File: config.mk
export PLATFORM = sky130hd
export DESIGN_NAME = com_tracker_flat
export DESIGN_NICKNAME = d
export VERILOG_FILES = /design/src/rtl/com_pkg.sv /design/src/rtl/com_tracker_if.sv /design/src/rtl/com_tracker_ema_axis.sv /design/src/rtl/com_tracker.sv /design/src/flat_wrapper.sv
export SDC_FILE = /design/constraint.sdc
export NUM_CORES = 1
export LEC_CHECK = 0
export BUFFER_PORTS_ARGS = -buffer_cell sky130_fd_sc_hd__buf_2
export CORE_AREA = 2 2 132 147
export DETAILED_ROUTE_END_ITERATION = 12
export DIE_AREA = 0 0 134 149
export GPL_ROUTABILITY_DRIVEN = 1
export PLACE_DENSITY = 0.57
export SKIP_LAST_GASP = 1
export SYNTH_ARGS = -nofsm -noshare
export SYNTH_HDL_FRONTEND = slang
export SYNTH_HIERARCHICAL = 1
export SYNTH_SLANG_ARGS = --single-unit
File: constraint.sdc
create_clock -name clk_in -period 5.4 [get_ports clk_in]
set_clock_uncertainty 0.05 [all_clocks]
set_input_delay 0.27 -clock clk_in [delete_from_list [all_inputs] [get_ports clk_in]]
set_output_delay 0.27 -clock clk_in [all_outputs]
set_load 0.02 [all_outputs]
File: src/rtl/com_pkg.sv
// Shared types and widths for the centroid tracker.
package com_pkg;

    localparam int unsigned X_W = 11;
    localparam int unsigned Y_W = 10;

    typedef enum logic [1:0] {
        IDLE     = 2'd0,
        ACQUIRE  = 2'd1,
        TRACKING = 2'd2,
        COAST    = 2'd3
    } tracker_state_t;

endpackage

File: src/rtl/com_tracker_if.sv
// Centroid-in / tracked-target-out bundle for com_tracker.
// COM_TRACKER_VELOCITY_EN adds the vx_out/vy_out velocity readouts.
interface com_tracker_if;
    import com_pkg::*;

    logic [X_W-1:0] x_in;
    logic [Y_W-1:0] y_in;
    logic           valid_in;
    logic           frame_in;
    logic [X_W-1:0] x_out;
    logic [Y_W-1:0] y_out;
    logic           valid_out;
    logic           locked_out;
    logic [1:0]     state_out;
`ifdef COM_TRACKER_VELOCITY_EN
    logic [X_W:0]   vx_out;
    logic [Y_W:0]   vy_out;
`endif

    modport master (
        output x_in, y_in, valid_in, frame_in,
`ifdef COM_TRACKER_VELOCITY_EN
        input  vx_out, vy_out,
`endif
        input  x_out, y_out, valid_out, locked_out, state_out
    );

    modport slave (
        input  x_in, y_in, valid_in, frame_in,
`ifdef COM_TRACKER_VELOCITY_EN
        output vx_out, vy_out,
`endif
        output x_out, y_out, valid_out, locked_out, state_out
    );

endinterface

File: src/rtl/com_tracker_ema_axis.sv
// One axis of the tracker: fixed-point estimate with snap/EMA/hold and jump gate.
// COM_TRACKER_VELOCITY_EN adds a smoothed velocity and dead-reckoning drift.
module ema_axis #(
    parameter int unsigned W           = 11,
    parameter int unsigned ALPHA_SHIFT = 2,
    parameter int unsigned JUMP_THRESH = 64
) (
    input  logic         clk,
    input  logic         rst,
    input  logic [W-1:0] meas,
    input  logic         snap,
    input  logic         update,
`ifdef COM_TRACKER_VELOCITY_EN
    input  logic         vel_clr,
    input  logic         vel_upd,
    input  logic         drift,
    output logic [W:0]   vel_int,
`endif
    output logic [W-1:0] est_int,
    output logic         gate_ok_c
);

    localparam int unsigned EW = W + ALPHA_SHIFT;

    logic [EW-1:0]        est_q, est_n, est_upd_c;
    logic [EW:0]          meas_sh_c;
    logic signed [EW:0]   diff_c, step_c;
    logic signed [W:0]    dist_c;
    logic [W:0]           mag_c;

    assign est_int = est_q[EW-1:ALPHA_SHIFT];

    // Gate on the integer part of the estimate
    always_comb begin
        dist_c    = $signed({1'b0, meas}) - $signed({1'b0, est_int});
        mag_c     = (dist_c < 0) ? (W+1)'(-dist_c) : (W+1)'(dist_c);
        gate_ok_c = (mag_c <= (W+1)'(JUMP_THRESH));
    end

    always_comb begin
        meas_sh_c = (EW+1)'(meas) << ALPHA_SHIFT;
        diff_c    = $signed(meas_sh_c) - $signed({1'b0, est_q});
        step_c    = diff_c >>> ALPHA_SHIFT;
        est_upd_c = EW'($signed({1'b0, est_q}) + step_c);
    end

`ifdef COM_TRACKER_VELOCITY_EN
    localparam int unsigned VW = EW + 1;

    logic signed [VW-1:0] vel_q, vel_n;
    logic signed [VW:0]   dv_c, vstep_c;
    logic signed [EW+1:0] drift_sum_c;
    logic [EW-1:0]        est_drift_c;

    assign vel_int = (W+1)'(vel_q >>> ALPHA_SHIFT);

    // Velocity tracks the smoothed per-frame displacement; drift clamps to the axis range
    always_comb begin
        dv_c    = (VW+1)'($signed({1'b0, est_upd_c})) - (VW+1)'($signed({1'b0, est_q}))
                  - (VW+1)'(vel_q);
        vstep_c = dv_c >>> ALPHA_SHIFT;
        vel_n   = VW'((VW+1)'(vel_q) + vstep_c);
        drift_sum_c = (EW+2)'($signed({1'b0, est_q})) + (EW+2)'(vel_q);
        if (drift_sum_c[EW+1])   est_drift_c = '0;
        else if (drift_sum_c[EW]) est_drift_c = '1;
        else                      est_drift_c = EW'(drift_sum_c);
    end

    always_ff @(posedge clk or posedge rst) begin
        if (rst)          vel_q <= '0;
        else if (vel_clr) vel_q <= '0;
        else if (vel_upd) vel_q <= vel_n;
    end
`endif

    always_comb begin
        est_n = est_q;
        if (snap)        est_n = EW'(meas_sh_c);
        else if (update) est_n = est_upd_c;
`ifdef COM_TRACKER_VELOCITY_EN
        else if (drift)  est_n = est_drift_c;
`endif
    end

    always_ff @(posedge clk or posedge rst) begin
        if (rst) est_q <= '0;
        else     est_q <= est_n;
    end

endmodule

File: src/rtl/com_tracker.sv
// Per-frame centroid tracker: acquire/track/coast FSM over two EMA axes.
// COM_TRACKER_VELOCITY_EN enables velocity estimation and coasting drift.
module com_tracker
    import com_pkg::*;
#(
    parameter int unsigned ACQ_FRAMES  = 3,
    parameter int unsigned LOSS_FRAMES = 8,
    parameter int unsigned ALPHA_SHIFT = 2,
    parameter int unsigned JUMP_THRESH = 64
) (
    input  logic          clk_in,
    input  logic          rst_in,
    com_tracker_if.slave  bus
);

    localparam logic [1:0] ST_IDLE     = 2'(IDLE);
    localparam logic [1:0] ST_ACQUIRE  = 2'(ACQUIRE);
    localparam logic [1:0] ST_TRACKING = 2'(TRACKING);
    localparam logic [1:0] ST_COAST    = 2'(COAST);

    localparam int unsigned AW = $clog2(ACQ_FRAMES + 1);
    localparam int unsigned MW = $clog2(LOSS_FRAMES + 1);

    logic [1:0]     state_q, state_n;
    logic [AW-1:0]  acq_q, acq_n, acq_inc_c;
    logic [MW-1:0]  miss_q, miss_n, miss_inc_c;
    logic [X_W-1:0] meas_x_q, meas_x_c;
    logic [Y_W-1:0] meas_y_q, meas_y_c;
    logic           have_q, have_c;
    logic           valid_q, locked_q;
    logic           gate_x_c, gate_y_c, hit_c;
    logic           snap_c, upd_c;
`ifdef COM_TRACKER_VELOCITY_EN
    logic           vel_clr_c, vel_upd_c, drift_c;
`endif

    // A strobe coincident with frame_in belongs to the frame being closed
    assign meas_x_c   = bus.valid_in ? bus.x_in : meas_x_q;
    assign meas_y_c   = bus.valid_in ? bus.y_in : meas_y_q;
    assign have_c     = bus.valid_in | have_q;
    assign hit_c      = have_c & ((state_q == ST_IDLE) | (gate_x_c & gate_y_c));
    assign acq_inc_c  = (&acq_q)  ? acq_q  : acq_q  + AW'(1);
    assign miss_inc_c = (&miss_q) ? miss_q : miss_q + MW'(1);

    always_comb begin
        state_n = state_q;
        acq_n   = acq_q;
        miss_n  = miss_q;
        snap_c  = 1'b0;
        upd_c   = 1'b0;
`ifdef COM_TRACKER_VELOCITY_EN
        vel_clr_c = 1'b0;
        vel_upd_c = 1'b0;
        drift_c   = 1'b0;
`endif
        if (bus.frame_in) begin
            case (state_q)
                ST_IDLE: if (hit_c) begin
                    snap_c  = 1'b1;
                    acq_n   = AW'(1);
                    state_n = (ACQ_FRAMES <= 1) ? ST_TRACKING : ST_ACQUIRE;
`ifdef COM_TRACKER_VELOCITY_EN
                    vel_clr_c = 1'b1;
`endif
                end
                ST_ACQUIRE: if (hit_c) begin
                    snap_c = 1'b1;
                    acq_n  = acq_inc_c;
                    if (acq_inc_c >= AW'(ACQ_FRAMES)) state_n = ST_TRACKING;
                end else begin
                    acq_n   = '0;
                    state_n = ST_IDLE;
                end
                ST_TRACKING: if (hit_c) begin
                    upd_c = 1'b1;
`ifdef COM_TRACKER_VELOCITY_EN
                    vel_upd_c = 1'b1;
`endif
                end else begin
                    miss_n  = MW'(1);
                    state_n = ST_COAST;
                end
                default: if (hit_c) begin
                    upd_c   = 1'b1;
                    miss_n  = '0;
                    state_n = ST_TRACKING;
                end else begin
                    miss_n = miss_inc_c;
`ifdef COM_TRACKER_VELOCITY_EN
                    drift_c = 1'b1;
`endif
                    if (miss_inc_c >= MW'(LOSS_FRAMES)) begin
                        miss_n  = '0;
                        state_n = ST_IDLE;
                    end
                end
            endcase
        end
    end

    always_ff @(posedge clk_in or posedge rst_in) begin
        if (rst_in) begin
            state_q  <= ST_IDLE;
            acq_q    <= '0;
            miss_q   <= '0;
            meas_x_q <= '0;
            meas_y_q <= '0;
            have_q   <= 1'b0;
            valid_q  <= 1'b0;
            locked_q <= 1'b0;
        end else begin
            state_q  <= state_n;
            acq_q    <= acq_n;
            miss_q   <= miss_n;
            meas_x_q <= meas_x_c;
            meas_y_q <= meas_y_c;
            have_q   <= bus.frame_in ? 1'b0 : have_c;
            valid_q  <= bus.frame_in & ((state_n == ST_TRACKING) | (state_n == ST_COAST));
            locked_q <= (state_n == ST_TRACKING);
        end
    end

    ema_axis #(.W(X_W), .ALPHA_SHIFT(ALPHA_SHIFT), .JUMP_THRESH(JUMP_THRESH)) u_axis_x (
        .clk       (clk_in),
        .rst       (rst_in),
        .meas      (meas_x_c),
        .snap      (snap_c),
        .update    (upd_c),
`ifdef COM_TRACKER_VELOCITY_EN
        .vel_clr   (vel_clr_c),
        .vel_upd   (vel_upd_c),
        .drift     (drift_c),
        .vel_int   (bus.vx_out),
`endif
        .est_int   (bus.x_out),
        .gate_ok_c (gate_x_c)
    );

    ema_axis #(.W(Y_W), .ALPHA_SHIFT(ALPHA_SHIFT), .JUMP_THRESH(JUMP_THRESH)) u_axis_y (
        .clk       (clk_in),
        .rst       (rst_in),
        .meas      (meas_y_c),
        .snap      (snap_c),
        .update    (upd_c),
`ifdef COM_TRACKER_VELOCITY_EN
        .vel_clr   (vel_clr_c),
        .vel_upd   (vel_upd_c),
        .drift     (drift_c),
        .vel_int   (bus.vy_out),
`endif
        .est_int   (bus.y_out),
        .gate_ok_c (gate_y_c)
    );

    assign bus.state_out  = state_q;
    assign bus.valid_out  = valid_q;
    assign bus.locked_out = locked_q;

endmodule

File: src/flat_wrapper.sv
// flat-port wrapper written by rule: the top's interface ports become plain ports
module com_tracker_flat import com_pkg::*;
#(
    parameter int unsigned ACQ_FRAMES  = 3,
    parameter int unsigned LOSS_FRAMES = 8,
    parameter int unsigned ALPHA_SHIFT = 2,
    parameter int unsigned JUMP_THRESH = 64
)
  (clk_in, rst_in, bus_x_in, bus_y_in, bus_valid_in, bus_frame_in, bus_x_out, bus_y_out, bus_valid_out, bus_locked_out, bus_state_out);
  com_tracker_if bus_i ();
  input  logic clk_in;
  input  logic rst_in;
  input wire logic [$bits(bus_i.x_in)-1:0] bus_x_in;
  input wire logic [$bits(bus_i.y_in)-1:0] bus_y_in;
  input wire logic [$bits(bus_i.valid_in)-1:0] bus_valid_in;
  input wire logic [$bits(bus_i.frame_in)-1:0] bus_frame_in;
  output wire logic [$bits(bus_i.x_out)-1:0] bus_x_out;
  output wire logic [$bits(bus_i.y_out)-1:0] bus_y_out;
  output wire logic [$bits(bus_i.valid_out)-1:0] bus_valid_out;
  output wire logic [$bits(bus_i.locked_out)-1:0] bus_locked_out;
  output wire logic [$bits(bus_i.state_out)-1:0] bus_state_out;
  assign bus_i.x_in = bus_x_in;
  assign bus_i.y_in = bus_y_in;
  assign bus_i.valid_in = bus_valid_in;
  assign bus_i.frame_in = bus_frame_in;
  assign bus_x_out = bus_i.x_out;
  assign bus_y_out = bus_i.y_out;
  assign bus_valid_out = bus_i.valid_out;
  assign bus_locked_out = bus_i.locked_out;
  assign bus_state_out = bus_i.state_out;
  com_tracker #(.ACQ_FRAMES(ACQ_FRAMES), .LOSS_FRAMES(LOSS_FRAMES), .ALPHA_SHIFT(ALPHA_SHIFT), .JUMP_THRESH(JUMP_THRESH)) u_core (.clk_in(clk_in), .rst_in(rst_in), .bus(bus_i));
endmodule
==> run summary <==
Result of the run -> finished, final reports clean
Number of diodes -> 0
Crit path DAT -> 5070 ps
Top-count cell post-synth -> sky130_fd_sc_hd__dfrtp_1
Reg2Reg Launch Point -> u_core/meas_x_q[0]$_DFF_PP0_
Launch point of the worst hold path -> bus_x_in[6]
Required time of the worst setup path -> 5550 ps
Drt first-iter violations -> 259
Count of port buffers added during placement -> 49
Path class of the lowest-slack min-delay path -> input port to register
Shortest clock period the worst path allows after layout -> 4920 ps
Sum of overflow across all layers after global routing -> 0
Dominant synthesized flop cell -> sky130_fd_sc_hd__dfrtp_1
DRC -> 0
Depth of the worst register-to-register path -> 20
Mean number of vias per cell -> 5.17
TritonCTS buffer count -> 9
Total area of sequential cells -> 0.00143 mm^2
DP HPWL -> 11800 um
Setup total negative slack -> 0 ps
End of the worst register-to-register path -> u_core/u_axis_x/est_q[12]$_DFFE_PP0P_
Top achievable clock speed -> 0.203 GHz
Full die area -> 0.0200 mm^2
Number of hold violations in the final report -> 0
CTS tree -> yes
Fraction of the core area covered by cells at the end of the flow -> 36.0%
Number of antenna violations at the first check in global routing -> 0
Power density relative to cell area -> 611 mW/mm^2
Endpoints failing setup -> 0
Distinct cell type count of the synthesized netlist -> 81
Count of flip-flops with a built-in enable after synthesis -> 0
Router iterations before antenna repair -> 4
Part of the Yosys area used for sequential elements -> 23.7%
# fillers -> 1908
Post-synthesis register bit count -> 57
Hold Crit Endpoint -> u_core/meas_x_q[6]$_DFF_PP0_
Vertical die dimension -> 149 um
Area used by multi-input combinational logic -> 0.00408 mm^2
Layout cell share with drive strength beyond 1 -> 17.9%
Worst-case headroom to the max-slew limit -> 59.7%
Weighted congestion at the end of routability-driven global placement -> 0.849
Sort of element at the start of the critical path -> register
Boundary pin count -> 50
Register-to-register setup slack -> 480 ps
Largest net degree at the start of global routing -> 33
Post-synth top area cell -> sky130_fd_sc_hd__dfrtp_1
Post-DRT Antenna Nets -> 0
Setup repair after global routing missed its margin -> no
Maximum net fanout on the critical path -> 19
Global-route wire length before repair -> 25200 um
Clock-pin slew on the worst setup and hold paths -> 50 ps
Leakage power of the design -> 2.91 nW
Cell area after synthesis -> 0.00603 mm^2
Largest buffer count on any clock path -> 2
Global-route usage over all layers -> 15.9%
List of most frequent post-synthesis cells -> 57 x sky130_fd_sc_hd__dfrtp_1, 53 x sky130_fd_sc_hd__inv_1, 49 x sky130_fd_sc_hd__ha_1
Area added between synthesis and finish -> 11.4%
Initial core utilization -> 32.3%
Type of the setup path with the least slack -> register to register
Worst hold stages -> 2
Share of the clock period used by the worst path after layout -> 91.1%
Via count of the first global-routing pass -> 5039
Synth top area cells -> sky130_fd_sc_hd__dfrtp_1 24%, sky130_fd_sc_hd__ha_1 10%, sky130_fd_sc_hd__xnor2_1 4.9%
Number of max-cap violations -> 0
Total number of nets in the final design -> 810
Max-slew violation total from the final report -> 0
CTS H-Tree Depth -> 3
Total nets after synthesis -> 785
Num Clock Sinks -> 57
Average instance area after synthesis -> 8.52 um^2
Die extent in x -> 134 um
Number of setup buffers added after CTS -> 0
Mean routed wirelength per cell -> 15.3 um
Synth top area share -> 23.7%
Root Buffer -> sky130_fd_sc_hd__clkbuf_16
Worst IR drop on VDD -> 0.000281 V
Asr flop ratio synth -> 100%
Num rows -> 53
Total vias in the final route -> 5091
Core area -> 0.0186 mm^2
Worst Setup End Kind -> register
Total Wirelength -> 15100 um
Warnings from Yosys -> 6
Transition at the pin with the smallest max-transition slack -> 604 ps
Cells after Synth -> 707
Clock latency of the later-clocked register in the worst-skew pair -> 340 ps
[report_power, final]
group | switching, mW | internal [mW] | total [mW]
combinational | 1.68 | 1.23 | 2.91
clock | 0.202 | 0.394 | 0.595
sequential | 0.0873 | 0.512 | 0.599
[cells in the final DEF, fill, tap and decap left out, drive strengths merged, types with 9 or more instances in the layout]
| cell | instances |
|---|---|
| and3 | 12 |
| a31oi | 10 |
| clkbuf | 14 |
| a21o | 19 |
| nand2 | 45 |
| o21ai | 49 |
| nor2b | 10 |
| ha | 49 |
| inv | 53 |
| a211oi | 10 |
| nor2 | 39 |
| buf | 64 |
| nor3 | 24 |
| a21oi | 50 |
| xor2 | 19 |
| nand3 | 14 |
| mux2i | 15 |
| mux2 | 23 |
| xnor2 | 34 |
| and2 | 9 |
| dfrtp | 57 |
[logic make-up after synthesis]
logic type	share of synthesized area, %
xor gates and xnor gates	7.83
muxes	6.79
adders and majority gates	11.5
DFF	23.7
AOI/OAI and AO/OA	24.3
and+or+nand+nor	16.8
buffers and inverters	9.16
[layer usage]
| layer | up-vias | GRT usage (%) | routed length, um |
|---|---|---|---|
| li1 | 2587 | - | - |
| met1 | 2432 | 19.8 | 6940 |
| met2 | 58 | 27.7 | 7530 |
| met3 | 14 | 3.47 | 371 |
| met4 | 0 | 4.52 | 217 |
| met5 | - | 0 | 0 |
[final cells by class]
cell class / instances / share of cell area, %
clock buffers: 14 / 4.08
well taps: 247 / 4.60
inverters: 54 / 3.04
repair buffers: 65 / 5.72
clock inverters: 2 / 0.522
multi-input cells: 545 / 60.8
flip-flops and latches: 57 / 21.2
[repair_timing]
action / CTS / global route
resized for setup: 0 / 3
endpoints found under the setup margin: 0 / 4
hold buffers: 1 / 0
endpoints found under the hold margin: 24 / 0
[sequential cells by signal (all words and copies together), names as in the netlist]
signal,flops
u_core/u_axis_x/est_q,13
u_core/u_axis_y/est_q,12
u_core/meas_x_q,11
u_core/meas_y_q,10
u_core/miss_q,4
u_core/acq_q,2
u_core/bus.state_out,2
u_core/bus.locked_out,1
u_core/bus.valid_out,1
u_core/have_q,1
[metrics by stage]
stage	instances	hold slack [ps]	total power, mW	area (um^2)	setup slack, ps
after floorplan	707	84.7	3.00	6030	147
after global placement	967	329	3.46	6380	222
after detailed placement	967	340	3.47	6380	71.7
after CTS	984	144	4.10	6700	298
after global routing	984	154	4.52	6720	10.5
final	984	154	4.10	6720	483
[how the worst max path moves through the flow]
stage | startpoint | endpoint | slack, ps | cells after the start
final | u_core/meas_x_q[0]$_DFF_PP0_ | u_core/u_axis_x/est_q[12]$_DFFE_PP0P_ | 480 | 20
after detailed placement | bus_valid_in | u_core/u_axis_x/est_q[12]$_DFFE_PP0P_ | 70 | 21
after CTS | u_core/meas_x_q[0]$_DFF_PP0_ | u_core/u_axis_x/est_q[12]$_DFFE_PP0P_ | 300 | 20
after global routing | u_core/meas_x_q[0]$_DFF_PP0_ | u_core/u_axis_x/est_q[12]$_DFFE_PP0P_ | 10 | 20
after global placement | bus_valid_in | u_core/u_axis_x/est_q[12]$_DFFE_PP0P_ | 220 | 21
after floorplan | bus_valid_in | u_core/u_axis_x/est_q[12]$_DFFE_PP0P_ | 150 | 23
[worst max-delay path, cell delays in order, from the launching register on]
cell and delay [ps]:
sky130_fd_sc_hd__dfrtp_1 360, sky130_fd_sc_hd__mux2_2 300, sky130_fd_sc_hd__inv_1 70, sky130_fd_sc_hd__ha_1 180, sky130_fd_sc_hd__inv_1 60, sky130_fd_sc_hd__fa_1 410
sky130_fd_sc_hd__a21o_4 240, sky130_fd_sc_hd__a21oi_2 140, sky130_fd_sc_hd__xnor2_1 180, sky130_fd_sc_hd__and3_2 300, sky130_fd_sc_hd__nand4_1 150, sky130_fd_sc_hd__o41ai_2 350
sky130_fd_sc_hd__a21oi_1 150, sky130_fd_sc_hd__a2111oi_4 370, sky130_fd_sc_hd__a2bb2oi_1 230, sky130_fd_sc_hd__nor4_4 240, sky130_fd_sc_hd__buf_6 220, sky130_fd_sc_hd__buf_4 250
sky130_fd_sc_hd__nor4b_1 90, sky130_fd_sc_hd__nor4_1 270, sky130_fd_sc_hd__o311ai_0 160
(Power assumes the default switching activity.)
